## src/rtl/imem_boot_loader.sv

```systemverilog
// Boot loader: receives a framed little-endian byte stream (word count, payload, checksum),
// writes the payload into instruction memory and releases the CPU reset on a valid checksum.
module imem_boot_loader #(
  parameter int ADDR_W = 10
) (
  input  logic              clk,
  input  logic              reset,
  input  logic              start,
  input  logic              rx_valid,
  input  logic [7:0]        rx_data,
  output logic              rx_ready,
  output logic              imem_we,
  output logic [ADDR_W-1:0] imem_waddr,
  output logic [31:0]       imem_wdata,
  output logic              cpu_reset,
  output logic              busy,
  output logic              done,
  output logic [1:0]        err_code
);

  typedef enum logic [2:0] {S_HDR, S_DATA, S_CSUM, S_DONE, S_ERR} state_t;

  localparam logic [32:0] CAPACITY = 33'(1) << ADDR_W;

  state_t          state, state_nxt;
  logic [1:0]      byte_idx;
  logic [ADDR_W:0] word_idx;
  logic [ADDR_W:0] n_words;
  logic [7:0]      sum;
  logic [31:0]     asm_q;
  logic [31:0]     asm_nxt;
  logic            accept;
  logic            last_byte;
  logic            last_word;
  logic            n_too_big;
  logic            n_zero;

  assign rx_ready  = (state == S_HDR) || (state == S_DATA) || (state == S_CSUM);
  assign busy      = rx_ready;
  assign accept    = rx_valid && rx_ready;
  // Bytes enter at the top so the first byte of a group lands in bits [7:0].
  assign asm_nxt   = {rx_data, asm_q[31:8]};
  assign last_byte = (byte_idx == 2'd3);
  assign last_word = ((word_idx + (ADDR_W+1)'(1)) == n_words);
  // The full 32-bit count is compared so large headers cannot alias into range.
  assign n_too_big = ({1'b0, asm_nxt} > CAPACITY);
  assign n_zero    = (asm_nxt == 32'd0);

  always_ff @(posedge clk) begin
    // NOTE: sequential state uses non-blocking assignments so every register samples pre-edge values.
    if (reset) state <= S_HDR;
    else       state <= state_nxt;
  end

  always_comb begin
    // NOTE: default assigned first so no path through the case can infer a latch.
    state_nxt = state;
    case (state)
      S_HDR:  if (accept && last_byte)
                state_nxt = n_too_big ? S_ERR : (n_zero ? S_CSUM : S_DATA);
      S_DATA: if (accept && last_byte && last_word) state_nxt = S_CSUM;
      S_CSUM: if (accept) state_nxt = (rx_data == sum) ? S_DONE : S_ERR;
      S_DONE, S_ERR: if (start) state_nxt = S_HDR;
      default: state_nxt = S_HDR;
    endcase
  end

  always_ff @(posedge clk) begin
    if (reset) begin
      byte_idx   <= '0;
      word_idx   <= '0;
      n_words    <= '0;
      sum        <= '0;
      asm_q      <= '0;
      imem_we    <= 1'b0;
      imem_waddr <= '0;
      imem_wdata <= '0;
      cpu_reset  <= 1'b1;
      done       <= 1'b0;
      err_code   <= 2'b00;
    end else begin
      imem_we <= 1'b0;
      case (state)
        S_HDR: if (accept) begin
          asm_q    <= asm_nxt;
          byte_idx <= byte_idx + 2'd1;
          if (last_byte) begin
            n_words <= asm_nxt[ADDR_W:0];
            if (n_too_big) err_code <= 2'b01;
          end
        end
        S_DATA: if (accept) begin
          asm_q    <= asm_nxt;
          byte_idx <= byte_idx + 2'd1;
          sum      <= sum + rx_data;
          if (last_byte) begin
            imem_we    <= 1'b1;
            imem_waddr <= word_idx[ADDR_W-1:0];
            imem_wdata <= asm_nxt;
            word_idx   <= word_idx + (ADDR_W+1)'(1);
          end
        end
        S_CSUM: if (accept) begin
          if (rx_data == sum) begin
            done      <= 1'b1;
            cpu_reset <= 1'b0;
          end else begin
            err_code  <= 2'b10;
          end
        end
        S_DONE, S_ERR: if (start) begin
          cpu_reset <= 1'b1;
          done      <= 1'b0;
          err_code  <= 2'b00;
          byte_idx  <= '0;
          word_idx  <= '0;
          n_words   <= '0;
          sum       <= '0;
          asm_q     <= '0;
        end
        default: ;
      endcase
    end
  end

endmodule

```

## config.mk

```make
export PLATFORM = sky130hd
export DESIGN_NAME = imem_boot_loader
export DESIGN_NICKNAME = d
export VERILOG_FILES = /design/src/rtl/imem_boot_loader.sv
export SDC_FILE = /design/constraint.sdc
export NUM_CORES = 1
export LEC_CHECK = 0
export BUFFER_PORTS_ARGS = -buffer_cell sky130_fd_sc_hd__buf_4
export CAP_MARGIN = 15
export CORE_MARGIN = 2
export CORE_UTILIZATION = 58
export CTS_BUF_LIST = sky130_fd_sc_hd__clkbuf_8 sky130_fd_sc_hd__clkbuf_16
export DETAILED_ROUTE_END_ITERATION = 8
export PLACE_DENSITY = 0.8
export SLEW_MARGIN = 5
export SYNTH_ARGS = -nofsm -noshare
export SYNTH_HDL_FRONTEND = slang
export SYNTH_SLANG_ARGS = --single-unit
```

## constraint.sdc

```tcl
create_clock -name clk -period 2.87 [get_ports clk]
set_input_delay 0.7175 -clock clk [delete_from_list [all_inputs] [get_ports clk]]
set_output_delay 0.7175 -clock clk [all_outputs]
set_load 0.005 [all_outputs]
```

==> key figures <==
Clock network
  • Post-CTS Setup Bufs: 0
  • Clk buf depth: 2
  • Worst-Skew Late Latency: 0.38 ns
  • Hold-fix buffers, CTS: 0
  • TritonCTS clock tree: done
  • PostCTS Resize Cnt: 0
  • H-Tree Depth: 3
  • Clock-pin slew on the worst setup and hold paths: 0.10 ns
  • CTS Buf Count: 9
  • Clk sinks: 106
  • Clock tree root driver cell: clkbuf_8

Logic synthesis
  • Library cells used by synthesis: 59
  • Top FF cell, synth: dfxtp_1
  • Synth area leaders: dfxtp_1 43%, a21oi_1 11%, nand2_1 8.8%
  • Synth top area share: 43.30%
  • Synth area leader: dfxtp_1
  • Synth top cells by count: 115 x nand2_1, 107 x a21oi_1, 106 x dfxtp_1
  • Most frequent cell after synthesis: nand2_1
  • Post-Syn Area: 4901 µm²
  • Synth Net Count: 645
  • Ys Warns: 0
  • Post-synth ARST share: 0%
  • Seq/Total Area, Yosys: 43.30%
  • #FFs+latches synth: 106
  • Post-synthesis instance total: 623
  • Post-synth EDFFs: 0
  • Synthesized area per cell: 7.867 µm²

Route
  • DRT Pass-1 Iters: 4
  • WL/cell: 15.70 µm
  • Total number of vias: 4561
  • WL final: 12.10 mm
  • DRT iter0 DRCs: 317
  • DRC viols: 0
  • Antenna-violating nets left: 0
  • Vias per cell: 5.916

Floorplanning
  • Core Rows: 33
  • Ports: 61
  • Initial Util: 59.65%
  • DIE HEIGHT: 95.93 µm
  • Width of the die: 95.93 µm
  • Die Area: 9202 µm²
  • Core ar.: 8217 µm²

Global route
  • Global-route wire length before repair: 19.65 mm
  • Vias in the first global route: 4239
  • Total track usage: 27.08%
  • Largest net degree at the start of global routing: 65
  • Antenna violations before repair: 0
  • Grt total ovfl: 0

Outcome
  • Outcome: finished, final reports clean

Timing
  • RSZ-0062 raised after global routing: false
  • Setup TNS: 0 ns
  • Slew Viols, Final: 0
  • Slew @ Worst Pin: 0.5024 ns
  • Final worst-path cycle share: 85.68%
  • Final setup vio count: 0
  • Final Hold Viols: 0
  • Crit path time final: 2.459 ns
  • Max Freq: 406.7 MHz
  • Worst Skew: 0.01412 ns
  • Worst rel slew slack: 65.64%

Placement
  • Buffers on Ports: 60
  • DP Wirelength: 8.445 mm
  • Final estimated routing congestion in global placement: 0.8771

Power
  • Final Power: 2.525 mW
  • Max rail drop VDD: 352.0 µV
  • Static Leakage: 2.203 nW
  • Power density cells: 449.3 nW/µm²

Final layout
  • Layout cell share with drive strength beyond 1: 15.17%
  • Nets: 683
  • Area delta synth->final: 14.68%
  • Number of diodes: 0

Worst setup path
  • Critical path endpoint category: flip-flop
  • WS Path Type: flip-flop to flip-flop
  • Critical Path Fanout Max: 16
  • Crit path DAT: 2.75 ns
  • CP Data Required Time: 3.17 ns
  • Critical path launch point type: flip-flop

Flow run
  • Max Cap Violations: 0

Hold path
  • Worst Hold Class: flip-flop to flip-flop
## per-stage QoR
stage	util, %	area, µm²	instances	hold slack [ns]	worst slack, ns
2_1_floorplan	-	4901	623	0.4356	0.5899
3_3_place_gp	66.12	5433	755	0.4427	0.3883
3_5_place_dp	66.12	5433	755	0.4470	0.2837
4_1_cts	68.40	5620	771	0.4606	0.4490
5_1_grt	68.40	5620	771	0.4810	0.2581
6_report	68.40	5620	771	0.4612	0.4109
## registers in the layout, indices dropped and copies added (netlist names)
name and count:
sum 8, asm_q 24, err_code 2, imem_waddr 10, word_idx 11, state 3
done 1, n_words 11, cpu_reset 1, imem_wdata 32, imem_we 1, byte_idx 2
## report_power, final
part           internal [mW]  switching (mW)
Combinational         0.0539          0.0921
Clock                  0.351           0.526
Sequential              1.49          0.0176
Total                   1.89           0.636
## cell usage in the layout, fill, tap and decap left out, drive strengths merged, types with 3 or more instances in the layout
cell,instances
nand3b,4
inv,9
nor3,9
buf,72
o21bai,3
xnor2,10
nor2b,6
and3,25
a21oi,108
clkinv,3
ha,9
a21o,5
nand2,115
nor4,9
clkbuf,10
or3,5
nand2b,6
nand3,31
dfxtp,106
xor2,7
nor2,54
a31oi,6
o21ai,15
mux2i,6
mux2,3
## worst max-delay path, stage by stage, from the launching register on
cell and delay (ns):
dfxtp_1 0.65, nor2b_1 0.18, mux2_2 0.38, o21a_1 0.36, a21oi_2 0.49, o21ai_1 0.15, a21oi_1 0.17
## area by class of cell
| class | count | area [µm²] |
|---|---|---|
| fillers | 697 | 2596 |
| multi-input cells | 466 | 2591 |
| flip-flops and latches | 106 | 2122 |
| repair buffers | 72 | 565.5 |
| clock buffers | 10 | 137.6 |
| well taps | 105 | 131.4 |
| clock inverters | 6 | 50.05 |
| inverters | 6 | 22.52 |
## layer usage
metal  routed length, µm  vias to the layer above  GRT usage [%]
li1                    -                     2220              -
met1                5254                     2194          33.61
met2                6043                      130          47.32
met3                 612                       17          5.090
met4                 194                        0          8.810
met5                   0                        -              0
## worst paths after layout
kind                            cells past startpoint  slack [ns]          start             to
worst max-delay path                                6        0.41       state[0]    word_idx[5]
worst min-delay path                                2        0.46  imem_wdata[8]  imem_wdata[8]
worst max register to register                      6        0.41       state[0]    word_idx[5]
worst min register to register                      2        0.46  imem_wdata[8]  imem_wdata[8]
## kinds of logic (layout without fill, tap and decap cells)
group	count (synthesis)	in the layout	synth area share, %
AND/OR/NAND/NOR	275	275	26.73
AO/OA/AOI/OAI	155	155	18.10
flip-flops	106	106	43.30
buffers and inverters	51	94	4.136
XOR/XNOR	17	17	3.038
adder cells (fa/ha/maj)	10	10	2.706
multiplexers	9	9	1.991
Note: power is estimated with default switching activity, not from simulation.
